**src/rtl/fir_pkg.sv**
```systemverilog
// Shared types and defaults for the L=3 parallel FIR output path.
package fir_pkg;
  localparam int L_PAR      = 3;
  localparam int DATA_OUT_W = 64;

  typedef logic signed [DATA_OUT_W-1:0] sample_t;
  typedef sample_t block_t [L_PAR];
endpackage

```
**src/rtl/fir_block_fifo.sv**
```systemverilog
// Block-wide FIFO: DEPTH entries of WIDTH bits, pointers wrap naturally (DEPTH is a power of two).
module fir_block_fifo #(
  parameter int WIDTH = 192,
  parameter int DEPTH = 4
) (
  input  logic                       clk,
  input  logic                       reset,
  input  logic                       push,
  input  logic                       pop,
  input  logic [WIDTH-1:0]           wr_data,
  output logic [WIDTH-1:0]           rd_data,
  output logic                       full,
  output logic                       empty,
  output logic [$clog2(DEPTH+1)-1:0] count
);
  localparam int PW = $clog2(DEPTH);
  localparam int CW = $clog2(DEPTH+1);

  logic [WIDTH-1:0] mem [DEPTH];
  logic [PW-1:0]    wr_ptr;
  logic [PW-1:0]    rd_ptr;

  // NOTE: storage has no reset; only pointers/count define validity, and an un-reset array maps to plain RAM.
  always_ff @(posedge clk) begin
    if (push) mem[wr_ptr] <= wr_data;
  end

  // NOTE: sequential state uses non-blocking assignments so every register samples pre-edge values.
  always_ff @(posedge clk or posedge reset) begin
    if (reset) begin
      wr_ptr <= '0;
      rd_ptr <= '0;
      count  <= '0;
    end else begin
      if (push) wr_ptr <= wr_ptr + 1'b1;
      if (pop)  rd_ptr <= rd_ptr + 1'b1;
      case ({push, pop})
        2'b10:   count <= count + 1'b1;
        2'b01:   count <= count - 1'b1;
        default: count <= count;
      endcase
    end
  end

  assign rd_data = mem[rd_ptr];
  assign full    = (count == CW'(DEPTH));
  assign empty   = (count == '0);
endmodule

```
**src/rtl/fir_output_serializer.sv**
```systemverilog
// Parallel-to-serial back end: buffers L-sample blocks and emits them one sample per beat, lane 0 first.
module fir_output_serializer
  import fir_pkg::*;
#(
  parameter int DATA_WIDTH = DATA_OUT_W,
  parameter int L          = L_PAR,
  parameter int DEPTH      = 4
) (
  input  logic                         clk,
  input  logic                         reset,
  input  logic                         in_valid,
  output logic                         in_ready,
  input  logic [L*DATA_WIDTH-1:0]      in_data,
  output logic                         out_valid,
  input  logic                         out_ready,
  output logic signed [DATA_WIDTH-1:0] out_data,
  output logic                         out_last,
  output logic [$clog2(DEPTH+1)-1:0]   level,
  output logic                         overflow
);
  localparam int LW = $clog2(L);
  localparam logic [LW-1:0] LAST_LANE = LW'(L-1);

  logic [L*DATA_WIDTH-1:0] rd_block;
  logic                    full;
  logic                    empty;
  logic                    push;
  logic                    pop;
  logic                    beat;
  logic                    lane_last;
  logic [LW-1:0]           lane;

  assign in_ready  = !full;
  assign out_valid = !empty;
  assign push      = in_valid && in_ready;
  assign beat      = out_valid && out_ready;
  assign lane_last = (lane == LAST_LANE);
  assign pop       = beat && lane_last;
  assign out_last  = out_valid && lane_last;

  fir_block_fifo #(
    .WIDTH (L*DATA_WIDTH),
    .DEPTH (DEPTH)
  ) u_fifo (
    .clk     (clk),
    .reset   (reset),
    .push    (push),
    .pop     (pop),
    .wr_data (in_data),
    .rd_data (rd_block),
    .full    (full),
    .empty   (empty),
    .count   (level)
  );

  always_ff @(posedge clk or posedge reset) begin
    if (reset) begin
      lane     <= '0;
      overflow <= 1'b0;
    end else begin
      if (beat) lane <= lane_last ? '0 : lane + 1'b1;
      // Offered block is dropped when full; the flag stays set until reset.
      if (in_valid && !in_ready) overflow <= 1'b1;
    end
  end

  // NOTE: defaulting out_data before the loop keeps this block free of inferred latches.
  always_comb begin
    out_data = '0;
    for (int i = 0; i < L; i++) begin
      if (lane == LW'(i)) out_data = rd_block[i*DATA_WIDTH +: DATA_WIDTH];
    end
  end
endmodule

```
**config.mk**
```make
export PLATFORM = sky130hd
export DESIGN_NAME = fir_output_serializer
export DESIGN_NICKNAME = d
export VERILOG_FILES = /design/src/rtl/fir_pkg.sv /design/src/rtl/fir_block_fifo.sv /design/src/rtl/fir_output_serializer.sv
export SDC_FILE = /design/constraint.sdc
export NUM_CORES = 1
export LEC_CHECK = 0
export ABC_CLOCK_PERIOD_IN_PS = 7070
export BUFFER_PORTS_ARGS = -buffer_cell sky130_fd_sc_hd__buf_2
export CAP_MARGIN = 25
export CORE_MARGIN = 2
export CORE_UTILIZATION = 57
export CTS_CLUSTER_DIAMETER = 150
export DETAILED_ROUTE_END_ITERATION = 10
export GPL_TIMING_DRIVEN = 0
export PLACE_DENSITY = 0.77
export SKIP_CTS_REPAIR_TIMING = 1
export SLEW_MARGIN = 20
export SYNTH_ARGS = -nofsm -noshare
export SYNTH_HDL_FRONTEND = slang
export SYNTH_SLANG_ARGS = --single-unit
```
**constraint.sdc**
```tcl
create_clock -name clk -period 7.07 [get_ports clk]
set_input_delay 0.3535 -clock clk [delete_from_list [all_inputs] [get_ports clk]]
set_output_delay 0.3535 -clock clk [all_outputs]
set_load 0.01 [all_outputs]
```
# After elaboration in Yosys (flattened, before gate mapping)
# Memories as Yosys holds them, arrays and structs flattened.
# Index checks and enable logic that the tools add are counted.
dict set report word_totals {
  register_bits 10
  latchBits 0
  mem_bits_rw 768
  romBits 0
  inputBits 196
  output_inout_bits 71
  elab_cells 33
  mem_count 1
}
# name words word_bits rd rd_clocked_by_memory_dff wr line
set mem_list {}
lappend mem_list {u_fifo.mem 4 192 1 0 1 fir_block_fifo.sv:19} ;# logic [WIDTH-1:0] mem [DEPTH];
dict set report classes {
  add_sub_neg 5
  n_mul 0
  n_div 0
  magnitude_cmp 0
  eq_ne 5
  n_shift 0
  mux 7
  bitwise 0
  reduce_logical 10
}
# cell n
set op_table {}
lappend op_table {{$mux 64} 3}
lappend op_table {{$add 2x1->2 const B} 3}
lappend op_table {{$pmux 3 s2} 1}
lappend op_table {{$logic_and 1x1->1} 5}
lappend op_table {{$eq 2x1->1 const B} 2}
lappend op_table {{$eq 2x2->1 const B} 2}
lappend op_table {{$add 3x1->3 const B} 1}
lappend op_table {{$eq 3x3->1 const B} 1}
lappend op_table {{$logic_not 3->1} 1}
lappend op_table {{$sub 3x1->3 const B} 1}
lappend op_table {{$logic_not 1->1} 2}
lappend op_table {{$logic_not 2->1} 1}
lappend op_table {{$mux 1} 2}
lappend op_table {{$mux 2} 1}
lappend op_table {{$reduce_bool 2->1} 1}

# Longest topological paths before layout
dict set report depth {
  depth_word 6
  depth_mapped 9
  depth_no_buf 9
}

# By module
# Synthesis repeated with hierarchy kept, for this count alone.
dict set report hier_totals {
  hier_cells 1207
  hier_area_um2 29655.9
}
# module n_inst cells_per_inst area_each_um2 seq_area_each_um2
set modules_own_cells {}
lappend modules_own_cells {fir_block_fifo 1 1040 28117.0 23237.3}
lappend modules_own_cells {fir_output_serializer 1 167 1539.0 75.1}

# Worst setup path after synthesis
# Ideal clock, no wire load.
dict set report synth_path {
  path_type {register to register}
  from {register u_fifo.count[2]}
  to {memory u_fifo.mem[0][0], enable pin}
  setup_time_ns 0.576
  arrival_time_ns 5.344
  slack_ns 1.150
  path_stages_with_launch 4
  path_buffers 0
  path_cell_list {dfrtp_1 nor3b_1 nor2b_1 and2_1}
}
dict set report synth_between {
  elab_chain_cells 5
}
# element line
set synth_rtl {}
lappend synth_rtl {{from (decl)} fir_block_fifo.sv:14} ;# output logic [$clog2(DEPTH+1)-1:0] count
lappend synth_rtl {{from (signal assigned)} fir_block_fifo.sv:38} ;# 2'b10: count <= count + 1'b1;
lappend synth_rtl {{from (signal assigned)} fir_block_fifo.sv:39} ;# 2'b01: count <= count - 1'b1;
lappend synth_rtl {{from (signal assigned)} fir_block_fifo.sv:40} ;# default: count <= count;
lappend synth_rtl {{$eq 3x3->1} fir_block_fifo.sv:46} ;# assign full = (count == CW'(DEPTH));
lappend synth_rtl {{$logic_not 1->1} fir_output_serializer.sv:33} ;# assign in_ready = !full;
lappend synth_rtl {{$logic_and 1x1->1} fir_output_serializer.sv:35} ;# assign push = in_valid && in_ready;
lappend synth_rtl {{$mux 1} fir_block_fifo.sv:25} ;# if (push) mem[wr_ptr] <= wr_data;
lappend synth_rtl {{$mux 1 (implied by the code)} fir_block_fifo.sv:25}
lappend synth_rtl {{to (decl)} fir_block_fifo.sv:19}
# Every way passes these cells.

# Worst setup path after layout
dict set report layout_path {
  from {register u_fifo.rd_ptr[1]}
  to {output port out_data[55]}
}
dict set report layout_between {
  elab_chain_cells 4
}
# element line
set layout_rtl {}
lappend layout_rtl {{from (decl)} fir_block_fifo.sv:21} ;# logic [PW-1:0] rd_ptr;
lappend layout_rtl {{from (signal assigned)} fir_block_fifo.sv:36} ;# if (pop) rd_ptr <= rd_ptr + 1'b1;
lappend layout_rtl {{$mem_v2 4x192 *} --}
lappend layout_rtl {{$mux 64 (2 in a row)} fir_output_serializer.sv:71} ;# if (lane == LW'(i)) out_data = rd_block[i*DATA_WIDTH +: DATA_WIDTH];
lappend layout_rtl {{$mux 64 *} fir_output_serializer.sv:71}
lappend layout_rtl {{to (decl)} fir_output_serializer.sv:16} ;# output logic signed [DATA_WIDTH-1:0] out_data,
# Every way passes the cells marked *; elsewhere a longest branch is shown, timed or not.

==> results.toml <==
[worst_setup_path]
reg2reg_from = "u_fifo.count[2]$_DFFE_PP0P_"
worst_path_most_repeated_cell = "buf_2"
critPathLaunch = "u_fifo.rd_ptr[1]$_DFFE_PP0P_"
r2r-end = "u_fifo.mem[3][158]$_DFFE_PP_"
slowest_stage = "buf_1"
max_stage_delay_ns = 0.64
rr_worst_depth = 5
worstPathCellList = "buf_2, buf_1, mux4_2, a22oi_1, nand2_1, buf_2"
critPathLaunchType = "register"
crit_path_end_kind = "primary output"
r2r_setup_slack_ns = 4.40
critPathMaxFanout = 10
endpoint = "out_data[55]"
path_class = "reg -> out"
cp.arrival_ns = 3.15
cp.required_ns = 6.72

[yosys]
synth_fa_ha_area_share_pct = 0.282
synth-async-reset-ratio_pct = 1.29
yosysUniqueCellTypes = 26
ys_seq_area_share_pct = 79.7
synth_area_leaders = "edfxtp_1 79%, mux4_2 15%, a22oi_1 1.6%"
yosys.area_share.xor_xnor_pct = 0.180
synthesis.area_per_instance_um2 = 23.1
syn-num-nets = 1471
yosysMostFrequentCell = "edfxtp_1"
synth_top_family_by_area = "multiplexers"
synth_cells = 1269
ys_seq_elements = 778
synth_common_cells = "768 x edfxtp_1, 192 x mux4_2, 128 x nand2_1"
synth_compound_area_share_pct = 1.75
synth_ff_type = "edfxtp_1"
synth_warnings = 0
netlist_area_mm2 = 0.0293
synth_edf_count = 768
synth_mux_area_share_pct = 14.9
synthSimpleGateAreaFrac_pct = 1.98
yosys.area.top_type_share_pct = 78.8
netlist.top_cell.by_area = "edfxtp_1"

[clocking]
h-tree-depth = 3
cts_tree = "built"
path_clk_slew_ns = 0.06
cts_buffer_depth = 3
cts_root_buf = "clkbuf_16"
worstSkewPairLatency_ns = 0.61
cts_buffers = 78
cts.sinks = 778

[sta]
hold_viol = 0
setup_viol = 0
hold_slack_ns = 0.217
max-slew-margin-rel_pct = 32.2
finalCritPeriodShare_pct = 49.5
worst_pin_slew_ns = 1.02
fin_skew_ns = 0.0129
max_clock_freq_ghz = 0.286
slew_viol_final = 0
rsz0062_at_grt = "false"
finalCriticalPeriod_ns = 3.50

[power]
power_mw = 15.0
pwr_density_cell_mw_per_mm2 = 414
pwr-share-clk_pct = 26.7
swShare_pct = 30.4
p_sw_mw = 4.57
irDropWorstVdd_mv = 0.288
power.internal_mw = 10.5
p_seq_share_pct = 42.0
leakage_nw = 12.5
pwr-share-comb_pct = 31.3

[final_layout]
nets = 2027
area_delta_synth_final_pct = 24.2
final_cells = 2567
drive_gt1_share_pct = 32.6

[outcome]
outcome = "finished, final reports clean"

[placement]
port_buffers = 266
place_congestion = 0.745
placed_cells = 2231
place_hpwl_um = 38200

[die]
core_mm2 = 0.0510
ioPinCount = 267
rows = 83
die_y_um = 231
chipWidth_um = 231
die_area_mm2 = 0.0531
start_util_pct = 57.4

[worst_hold_path]
hp-class = "in -> reg"

[global_routing]
top_usage_layer = "met2"
grtUsageTotal_pct = 23.9
grt_max_degree = 48
grt_pass1_vias = 15000
met3_usage_pct = 6.50
antenna_found_initial = 9
grt-ovfl-total = 0
grt.met1_usage_pct = 30.8
grt_first_pass_wirelength_um = 92500
use_met2_pct = 40.1

[detailed_routing]
drc = 0
firstDrtPassIters = 5
dr_total_vias = 15000
drt_iter0_markers = 1463
ant_nets = 0
routedWlPerCell_um = 25.7
viasPerCell = 5.86
drt-total-wl_um = 65900

[run]
max_cap_viol_count = 0
worst max-delay path: cells and delay by family (launching register included):
kind                   cells  cell delay, ns
and+or+nand+nor            1            0.11
buffers and inverters      3            1.23
AOI/OAI and AO/OA          1            0.27
muxes                      1            0.44
DFF                        1            0.48
stage by stage:
step	TNS (ns)	cell area, µm²	util [%]	setup WS [ns]
detailed placement	0	31900	62.5	4.26
CTS	0	34400	67.4	3.54
floorplan	0	29300	-	1.15
global placement	-1781.31	31400	61.6	-2.34
finish	0	36300	71.2	3.57
global route	0	36300	71.2	3.47
sequential cells by signal (all words and copies together) (netlist names):
name and flops:
u_fifo.mem 768, u_fifo.wr_ptr 2, lane 2, u_fifo.count 3, u_fifo.rd_ptr 2, overflow 1
power groups by stage:
stage | combinational, mW | clock [mW] | sequential [mW]
floorplan | 2.92 | 0 | 6.51
global placement | 4.39 | 0 | 6.70
detailed placement | 4.62 | 0 | 6.38
CTS | 4.66 | 4.07 | 6.30
global route | 5.03 | 4.26 | 6.38
finish | 4.71 | 4.02 | 6.32
worst min-delay path by stage:
stage	startpoint	end	slack (ns)	cells past startpoint
3_3_place_gp	reset	overflow$_DFFE_PP0P_	0.34	2
3_5_place_dp	reset	u_fifo.count[2]$_DFFE_PP0P_	0.36	2
6_report	out_ready	lane[1]$_DFFE_PP0P_	0.22	3
5_1_grt	out_ready	lane[1]$_DFFE_PP0P_	0.23	3
2_1_floorplan	reset	lane[0]$_DFFE_PP0P_	0.19	1
4_1_cts	reset	u_fifo.count[2]$_DFFE_PP0P_	-0.30	2
cell usage in the layout (no fill, tap or decap), types with 4 or more instances in the layout:
cell type and instances:
ha_1 5, bufinv_16 6, clkinv_2 15, buf_1 22, edfxtp_1 768, clkbuf_1 31
buf_16 16, nand2_1 128, dfrtp_1 10, clkinv_1 14, clkbuf_16 83, and2_4 4
mux4_2 192, a22oi_1 64, inv_1 9, buf_4 5, buf_6 9, buf_2 277
dlygate4sd3_1 194, diode_2 5
cell type report:
class | count | area [µm²]
Antenna cell | 5 | 12.5
Buffer | 63 | 337
Clock buffer | 98 | 2130
Clock inverter | 39 | 352
Fill cell | 2976 | 14700
Inverter | 9 | 33.8
Multi-Input combinational cell | 419 | 5580
Sequential cell | 778 | 23300
Tap cell | 680 | 851
Timing Repair Buffer | 476 | 3710
routing by layer:
| metal | up-vias | share of wire, % |
|---|---|---|
| met2 | 632 | 53 |
| met5 | - | 0.070 |
| met3 | 90 | 6.9 |
| li1 | 6459 | - |
| met1 | 7857 | 38 |
| met4 | 8 | 1.9 |
cell families (layout without fill, tap and decap cells):
group                      after synthesis  in the layout
adders and majority gates                6              6
DFF                                    778            778
and+or+nand+nor                        145            145
other                                    0              5
AOI/OAI and AO/OA                       68             68
muxes                                  194            194
buffers and inverters                   72            685
xor gates and xnor gates                 6              6
(Power assumes the default switching activity.)
